## config.mk

```make
export PLATFORM = sky130hd
export DESIGN_NAME = stack_unit
export DESIGN_NICKNAME = d
export VERILOG_FILES = /design/src/rtl/stack_unit.sv
export SDC_FILE = /design/constraint.sdc
export NUM_CORES = 1
export LEC_CHECK = 0
export CORE_MARGIN = 4
export CORE_UTILIZATION = 30
export CTS_CLUSTER_DIAMETER = 30
export DETAILED_ROUTE_END_ITERATION = 12
export GPL_TIMING_DRIVEN = 1
export PLACE_DENSITY = 0.44
export SYNTH_ARGS = -nofsm -noshare
export SYNTH_HDL_FRONTEND = slang
export SYNTH_SLANG_ARGS = --single-unit
```

## constraint.sdc

```tcl
create_clock -name clk -period 4.3 [get_ports clk]
set_input_delay 0.645 -clock clk [delete_from_list [all_inputs] [get_ports clk]]
set_output_delay 0.645 -clock clk [all_outputs]
set_load 0.01 [all_outputs]
```

## src/rtl/stack_unit.sv

```systemverilog
// LIFO operand stack with registered read port and sticky overflow/underflow flags.
// Define STACK_CIRC_EN to make a full-stack push overwrite the oldest entry instead of being refused.
module stack_unit #(
    parameter  int WIDTH = 8,
    parameter  int DEPTH = 16,
    localparam int AW    = $clog2(DEPTH)
) (
    input  logic             clk,
    input  logic             rst,
    input  logic             push,
    input  logic             pop,
    input  logic             tos,
    input  logic [WIDTH-1:0] din,
    output logic [WIDTH-1:0] dout,
    output logic [AW:0]      count,
    output logic             empty,
    output logic             full,
    output logic             overflow,
    output logic             underflow
);
    localparam logic [AW:0]   SP_FULL = (AW+1)'(DEPTH);
    localparam logic [AW:0]   SP_ONE  = (AW+1)'(1);
    localparam logic [AW-1:0] IDX_ONE = AW'(1);

    logic [WIDTH-1:0] mem_q [DEPTH];
    logic [AW:0]      sp_q, sp_d;
    logic [WIDTH-1:0] dout_q, dout_d;
    logic             ovf_q, ovf_d;
    logic             unf_q, unf_d;
    logic [AW-1:0]    base, top_idx, wr_idx, wa;
    logic [WIDTH-1:0] top_data;
    logic             we, is_empty, is_full;

`ifdef STACK_CIRC_EN
    logic [AW-1:0] bp_q, bp_d;
    assign base = bp_q;
`else
    assign base = '0;
`endif

    assign is_empty = (sp_q == '0);
    assign is_full  = (sp_q == SP_FULL);
    // Low AW bits of sp wrap to 0 when full, so wr_idx is also the oldest slot then.
    assign top_idx  = base + sp_q[AW-1:0] - IDX_ONE;
    assign wr_idx   = base + sp_q[AW-1:0];
    assign top_data = mem_q[top_idx];

    always_comb begin
        sp_d   = sp_q;
        dout_d = dout_q;
        ovf_d  = ovf_q;
        unf_d  = unf_q;
        we     = 1'b0;
        wa     = wr_idx;
`ifdef STACK_CIRC_EN
        bp_d   = bp_q;
`endif
        if (push && pop && !is_empty) begin
            we     = 1'b1;
            wa     = top_idx;
            dout_d = top_data;
        end else if (push) begin
            if (tos && !is_empty) dout_d = top_data;
            if (!is_full) begin
                we   = 1'b1;
                sp_d = sp_q + SP_ONE;
            end else begin
                ovf_d = 1'b1;
`ifdef STACK_CIRC_EN
                we    = 1'b1;
                bp_d  = bp_q + IDX_ONE;
`endif
            end
        end else if (pop || tos) begin
            if (is_empty) begin
                unf_d = 1'b1;
            end else begin
                dout_d = top_data;
                if (pop) sp_d = sp_q - SP_ONE;
            end
        end
    end

    always_ff @(posedge clk) begin
        if (!rst) begin
            sp_q   <= '0;
            dout_q <= '0;
            ovf_q  <= 1'b0;
            unf_q  <= 1'b0;
`ifdef STACK_CIRC_EN
            bp_q   <= '0;
`endif
        end else begin
            sp_q   <= sp_d;
            dout_q <= dout_d;
            ovf_q  <= ovf_d;
            unf_q  <= unf_d;
`ifdef STACK_CIRC_EN
            bp_q   <= bp_d;
`endif
        end
    end

    // Storage is never cleared; reset only blocks the write.
    always_ff @(posedge clk) begin
        if (rst && we) mem_q[wa] <= din;
    end

    assign dout      = dout_q;
    assign count     = sp_q;
    assign empty     = is_empty;
    assign full      = is_full;
    assign overflow  = ovf_q;
    assign underflow = unf_q;
endmodule

```

==> results of run 1 <==
## cell families after synthesis
kind of cell / share of synthesized area, %
AO/OA/AOI/OAI: 3.68
XOR/XNOR: 1.03
adder cells (fa/ha/maj): 1.42
buffers and inverters: 2.00
flip-flops: 71.3
multiplexers: 15.7
AND/OR/NAND/NOR: 4.93
## layout make-up
| cell class | count | area (um^2) | share of cell area, % |
|---|---|---|---|
| clock inverters | 13 | 165 | 2.36 |
| clock buffers | 19 | 433 | 6.18 |
| inverters | 5 | 18.8 | 0.268 |
| repair buffers | 37 | 350 | 5.00 |
| well taps | 260 | 325 | 4.65 |
| flip-flops and latches | 143 | 4140 | 59.2 |
| multi-input cells | 148 | 1570 | 22.4 |
## per-stage QoR
step	hold slack, ns	instance area, um^2
final	0.455	7000
after global routing	0.475	7000
after CTS	0.461	7000
after detailed placement	0.442	6400
after global placement	0.443	6400
after floorplan	0.497	5810
## where the power goes
part / internal, mW / total, mW / switching (mW) / leakage [nW]
Combinational: 0.899 / 1.85 / 0.953 / 0.807
Sequential: 1.64 / 1.72 / 0.0780 / 1.28
Clock: 0.913 / 1.47 / 0.560 / 0.281
Total: 3.45 / 5.04 / 1.59 / 2.36
## worst paths after layout
path	startpoint	end	slack [ns]	cells past startpoint
hold reg to reg	dout[5]	dout[5]	0.45	1
setup / recovery	count[0]	mem_q[3][0]	1.09	8
hold / removal	dout[5]	dout[5]	0.45	1
setup reg to reg	count[0]	mem_q[3][0]	1.09	8
## worst reg2reg max path, stage by stage, from the launching register on
cell and delay [ns]:
dfxtp_1 0.32, clkinv_1 0.09, buf_4 0.25, ha_1 0.19, or4b_4 0.50, a41oi_2 0.21, or3b_1 0.42, or2_4 0.27
nor2_1 0.59
## layout by cell type, fill, tap and decap left out, drive strengths merged, types with 3 or more instances in the layout
| cell type | Yosys | layout |
|---|---|---|
| dfxtp | 15 | 15 |
| edfxtp | 128 | 128 |
| clkinvlp | 0 | 3 |
| xor2 | 3 | 3 |
| mux4 | 32 | 32 |
| a31oi | 4 | 4 |
| ha | 5 | 5 |
| xnor2 | 3 | 3 |
| inv | 4 | 5 |
| nand2 | 9 | 9 |
| bufinv | 0 | 3 |
| clkbuf | 6 | 19 |
| clkinv | 1 | 7 |
| clkdlybuf4s50 | 0 | 29 |
| nor2b | 5 | 5 |
| buf | 7 | 8 |
| a21o | 8 | 8 |
| a21oi | 3 | 3 |
| o22ai | 7 | 7 |
| nor3 | 7 | 7 |
| nor2 | 21 | 21 |
| nand2b | 3 | 3 |
| mux2i | 19 | 19 |
## per-layer routing
layer | track usage, % | vias to the layer above | routed length [um]
met5 | 0 | - | 0
met4 | 4.33 | 0 | 182
met3 | 3.12 | 13 | 599
met2 | 19.6 | 77 | 6020
met1 | 16.2 | 1497 | 5620
li1 | - | 1334 | -
## sequential cells by signal (all words and copies together) (netlist names)
register,count
count,5
dout,8
mem_q,128
overflow,1
underflow,1
==> flow_results.org, run 1 <==
** Run status
- Outcome :: completed

** STA
- Unrepaired setup endpoints after global routing :: no
- Setup slack on the critical path of the routed design comes to 1.09 ns.
- The final critical path takes up approximately 75% of the cycle.
- The worst pin sits at a relative slew slack of 41.1%.
- The number of slew-limit violations in the final report came to 0.
- The total count of hold-check failures in the final report came to 0.
- For the finished layout, the period the worst path requires is 3.21 ns.
- Max frequency :: 312 MHz
- Setup violations remaining at the end of the flow were counted as 0.
- Slew of the pin with the lowest slew margin :: 0.884 ns
- Accumulated negative setup slack :: 0 ns
- The clock arrives with 0.00589 ns of skew.

** Floorplanning
- 30 I/O pins were placed.
- The die covers 21700 um^2.
- Overall die height :: 147 um
- Die outline width :: roughly 150 um
- For this configuration, the core starts out at a cell density of 30.8%.
- In this run the core area contains 50 standard-cell rows.
- After floorplanning, the core was sized to cover 18900 um^2.

** Yosys
- Yosys top cell by area :: edfxtp_1
- Top-count cell post-synth :: edfxtp_1
- For this run, the register share of the synthesized area comes to 71.3%.
- Number of instances in the synthesized netlist :: between 300 and 400
- Count of distinct cell types in the synthesized netlist :: 42
- Total nets after synthesis :: 328
- Async SR Flop Fraction :: 0%
- Most common flop cell mapped by yosys :: edfxtp_1
- Sorting the synthesized cells by area gives the leading types as edfxtp_1 (66%), mux4_2 (12%), dfxtp_1 (5.2%).
- The top cell type by area accounts for 66.1% of the synthesized area.
- Mapped Area :: 5810 um^2
- Number of flip-flops and latches in the synthesized netlist :: 143
- Number of warning messages in the yosys log :: 0
- EDFF count, synth :: 128
- Each instance of the synthesized netlist takes up on average 18.8 um^2.
- Sorting the synthesized cells by how often they occur yields edfxtp_1 (128), mux4_2 (32), nor2_1 (21).

** Placed design
- Final estimated routing congestion in global placement :: 0.744
- Number of buffer cells added on primary ports :: 29
- Timing analysis after detailed placement gives a worst setup slack of slightly above 0.8 ns.
- The HPWL after detailed placement is 8130 um.
- Cells after DPL :: roughly 600

** Clock network
- The cell sitting at the root of the clock tree is a clkbuf_16.
- Total of hold buffers inserted after clock tree synthesis :: 0
- After clock tree synthesis, the clock-pin slew on the worst setup and hold paths is 0.06 ns.
- Clock tree from TritonCTS :: built
- Number of buffers added for setup after CTS :: 0
- In this run the deepest clock path goes through 2 buffers.
- Number of levels in the clock H-tree :: 4
- Total of cells resized after clock tree synthesis :: 0
- Clock tree synthesis found a total of 143 sinks.
- Clock latency on the worst-skew pair :: 0.41 ns
- TritonCTS Buffers :: 17

** Route
- Drt total wl :: 12400 um
- Iteration count of the initial detailed-routing pass :: 4
- In the routed layout, each cell is associated on average with a via count of 4.67.
- In the final routed layout, each cell accounts on average for about 20 um.
- Across all layers, the routed design uses 2921 vias.
- The detailed router finished its first iteration with approximately 240 violations.
- The count of nets left with antenna violations once routing finished came out at 0.
- Drc violations :: 0

** Worst setup path
- CP max stage cell :: nor2_1
- Count of buffer and inverter cells on the critical path :: 2
- Broken down by cell family, the worst path's largest delay share belongs to simple AND/OR/NAND/NOR gates.
- Data arrives at the worst endpoint at between 3 and 4 ns.
- Of all nets on the critical path, the largest fanout is 14.
- At the worst endpoint, the required time is 4.34 ns.
- The largest single stage delay on the critical path is about 0.6 ns.
- The critical path is of the reg -> reg type.
- Crit-path cells :: clkinv_1 > buf_4 > ha_1 > or4b_4 > a41oi_2 > or3b_1 > or2_4 > nor2_1
- STA classifies the critical path startpoint as a flip-flop.
- STA classifies the critical path endpoint as a flip-flop.

** Pwr
- Power Density :: slightly above 700 nW/um^2
- Static leakage :: between 2 and 2.5 nW
- IR analysis of the VDD net gives a maximum drop of ~0.00033 V.
- PnR Total Power :: 5.04 mW

** Global route
- Largest net degree at the start of global routing :: 25
- GR Util All Layers :: 12.2%
- Final global-route overflow total :: 0
- Number of global-route vias before repair :: 3079
- Initial antenna violation count :: 0
- The first global-routing pass estimated 19300 um of wire.

** Finish
- Number of diodes :: 0
- Leaving out filler cells and counting taps, the final layout contains around 630.
- Fill cells in the final layout number 1773.
- The post-route netlist has about a fifth of its cells at a drive strength greater than 1.
- Area Overhead vs Synth :: 20.4%
- The final layout contains 371 nets.
- Post-route core utilization :: 37.1%

** Min path
- Path type of the worst min-delay path :: reg -> reg

** Flow run
- Across the run, the number of max-cap violations was 0.
Note: power is estimated with default switching activity, not from simulation.
==> inputs of run 2 (changes only) <==
PLACE_DENSITY = 0.45   (was 0.44)
clock period = 2.6 ns   (was 4.3 ns; I/O delays follow)
==> run 2 against run 1 <==
Largest cell class unchanged. Clock skew rose by 0.0035 ns. Worst hold slack worse by 0.0044 ns. Critical endpoint is now mem_q[2][5]. Via count up 5.2%. Combinational power rose by 120%. Worst setup slack worse by 1.0 ns.
==> flow_results.org, run 2 (same netlist as run 1, synthesis figures left out) <==
** Worst setup path
- Data required time of the critical path :: 2.68 ns (-1.66 ns)
- The critical path in this run is classified as reg -> reg.
- Maximum fanout encountered on the critical timing path :: 8 (-6)
- The worst setup path is captured at a flip-flop.
- The arrival time reported for the critical path endpoint was 2.62 ns (-0.63 ns).
- The worst setup path is launched from a flip-flop.

** Global route
- The initial antenna violation count came to 0 (unchanged).
- The total overflow reported by the global router came to 0 (unchanged).
- The wire length of the first global-routing pass was 20400 um (+5.8%).
- The total global-route track usage came to 13.1% (+0.90 points).
- Largest net degree at the start of global routing :: 23 (-8.0%)
- Number of global-route vias before repair :: 3245 (+5.4%)

** Placed design
- Number of buffer cells added on primary ports :: 29 (unchanged)
- The HPWL reported at the end of detailed placement came to 8950 um (+10%).
- Final estimated routing congestion in global placement :: 0.747 (+0.39%)

** STA
- Fin crit share :: 97.5% (+23 points)
- The sum of negative setup slack was 0 ns (unchanged).
- The worst hold margin is 0.450 ns (-0.00437 ns).
- Relative slew margins :: 53.3% (+12 points)
- Max frequency :: 394 MHz (+27%)
- The number of slew-limit violations in the final report was 0 (unchanged).
- Post-route clock skew :: 0.00937 ns (+0.00348 ns)
- Total count of hold-check failures in the final report :: 0 (unchanged)
- Min Clock Period, post-route :: 2.54 ns (-0.673 ns)
- The transition at the pin with the smallest max-transition slack came to 0.698 ns (-0.186 ns).
- Unrepaired setup endpoints after global routing :: yes
- Count of final setup violators :: 0 (unchanged)

** Floorplanning
- The number of standard-cell rows in the floorplan came to 50 (unchanged).
- The effective utilization at floorplan was 30.8% (unchanged).
- Overall die height :: 147 um (unchanged)
- Full die area :: 21700 um^2 (unchanged)
- The width of the chip is 147 um (unchanged).
- Boundary Pins :: 30 (unchanged)
- The core footprint came to 18900 um^2 (unchanged).

** Min path
- The tightest min-delay check is of the reg -> reg type.

** Clock network
- Register clock-pin slew on the reported worst setup and hold paths :: 0.06 ns (about the same)
- Total of hold buffers inserted after clock tree synthesis :: 0 (unchanged)
- CTS root buffer :: clkbuf_16
- TritonCTS Buffers :: 17 (unchanged)
- The total number of clock tree sinks came to 143 (unchanged).
- Clock tree from TritonCTS :: built
- Clock latency on the worst-skew pair :: 0.41 ns (about the same)
- Number of levels in the clock H-tree :: 4 (unchanged)
- The maximum number of buffers from clock root to sink came to 2 (unchanged).

** Finish
- The number of flip-flops in the largest register was 128 (unchanged).
- The library cell used most frequently in the layout, excluding fill and tap cells, is edfxtp_1.
- From synthesis to final layout, the design area changed by 29.9%.
- Net total in the final layout :: 412 (+11%)
- The antenna diode count was 0 (unchanged).
- Commonest cells after routing, fill and taps aside :: edfxtp_1 (128), buf_4 (36), mux4_2 (32), clkdlybuf4s50_1 (27), mux2i_1 (19)
- Register ranked first by flip-flop count :: mem_q
- Layout cells sized above 1 :: 34.0% (+13 points)

** Route
- The violation count after the first detailed-route iteration is 195 (-17%).
- Mean routed wirelength per cell :: 20.3 um (+2.2%)
- Drc violations :: 0 (unchanged)
- The iteration count of the initial detailed-routing pass is 4 (unchanged).
- The final wirelength is 13500 um (+8.9%).
- Final ANT Viol Nets :: 0 (unchanged)
- Number of vias after detailed routing :: 3072 (+5.2%)
- The via count normalized by instance count was 4.61 (-1.3%).

** Pwr
- The total leakage power came to 2.60 nW (+9.9%).
- Max VDD drop :: 0.000430 V (+29%)
- Power Density :: 1190 nW/um^2 (+65%)

** Flow run
- The number of max-capacitance violations reported was 0 (unchanged).

** Run status
- Outcome :: completed
[run 2: cell count changes in the layout (fill, tap and decap cells not counted), sizes merged]
cell	before	now
buf	8	48
clkdlybuf4s50	29	27
bufbuf	0	1
dlygate4sd2	0	2
inv	5	4
bufinv	3	0
clkinv	7	6
clkbuf	19	25
clkinvlp	3	2
[run 2: where the power goes]
group	switching, mW	total (mW)	internal (mW)
Sequential	0.0828	2.80	2.72
Clock	0.846	2.11	1.26
Combinational	1.96	4.04	2.08
[run 2: per-layer routing]
layer / track usage, % / up-vias / share of wire, %
li1: - / 1416 / -
met1: 18.3 / 1576 / 46
met2: 20.1 / 70 / 47
met3: 3.27 / 10 / 5.6
met4: 4.61 / 0 / 0.97
met5: 0 / - / 0
[run 2: final cells by class]
cell class                      instances  area (um^2)
Tap cell                              260          325
Clock buffer                           25          475
Timing Repair Buffer                   78          822
Sequential cell                       143         4150
Clock inverter                          7         41.3
Inverter                                5         31.3
Multi-Input combinational cell        148         1710
Fill cell                            1725        11300
[run 2: path summary, 6_finish.rpt]
path / from / end / slack [ns] / cells past startpoint
max: count[1] / mem_q[2][5] / 0.06 / 7
min: dout[1] / dout[1] / 0.45 / 1
max reg2reg: count[1] / mem_q[2][5] / 0.06 / 7
min reg2reg: dout[1] / dout[1] / 0.45 / 1
[run 2: what timing repair did]
item                       4_1_cts  5_1_grt
setup endpoints to repair       37       74
gates resized for setup          4        4
gates cloned                     1        0
setup buffers                    3        4
pin swaps                        2        6
[run 2: stage by stage]
step           cell area, um^2  setup WS (ns)  util (%)  total power, mW  std cells
2_1_floorplan             6000         -0.140         -             5.37        309
3_3_place_gp              6930        -0.0197      36.7             6.78        626
3_5_place_dp              6930        -0.0350      36.7             6.78        626
4_1_cts                   7500        0.00405      39.7             9.08        662
5_1_grt                   7550        -0.0184      40.0             9.47        666
6_report                  7550         0.0639      40.0             8.95        666
[run 2: worst max-delay path, stage by stage, from the launching register on]
cell	delay [ns]
dfxtp_2	0.32
inv_2	0.08
ha_4	0.13
or4b_4	0.49
a41oi_2	0.21
or3b_4	0.41
or2_4	0.30
nor2_4	0.26
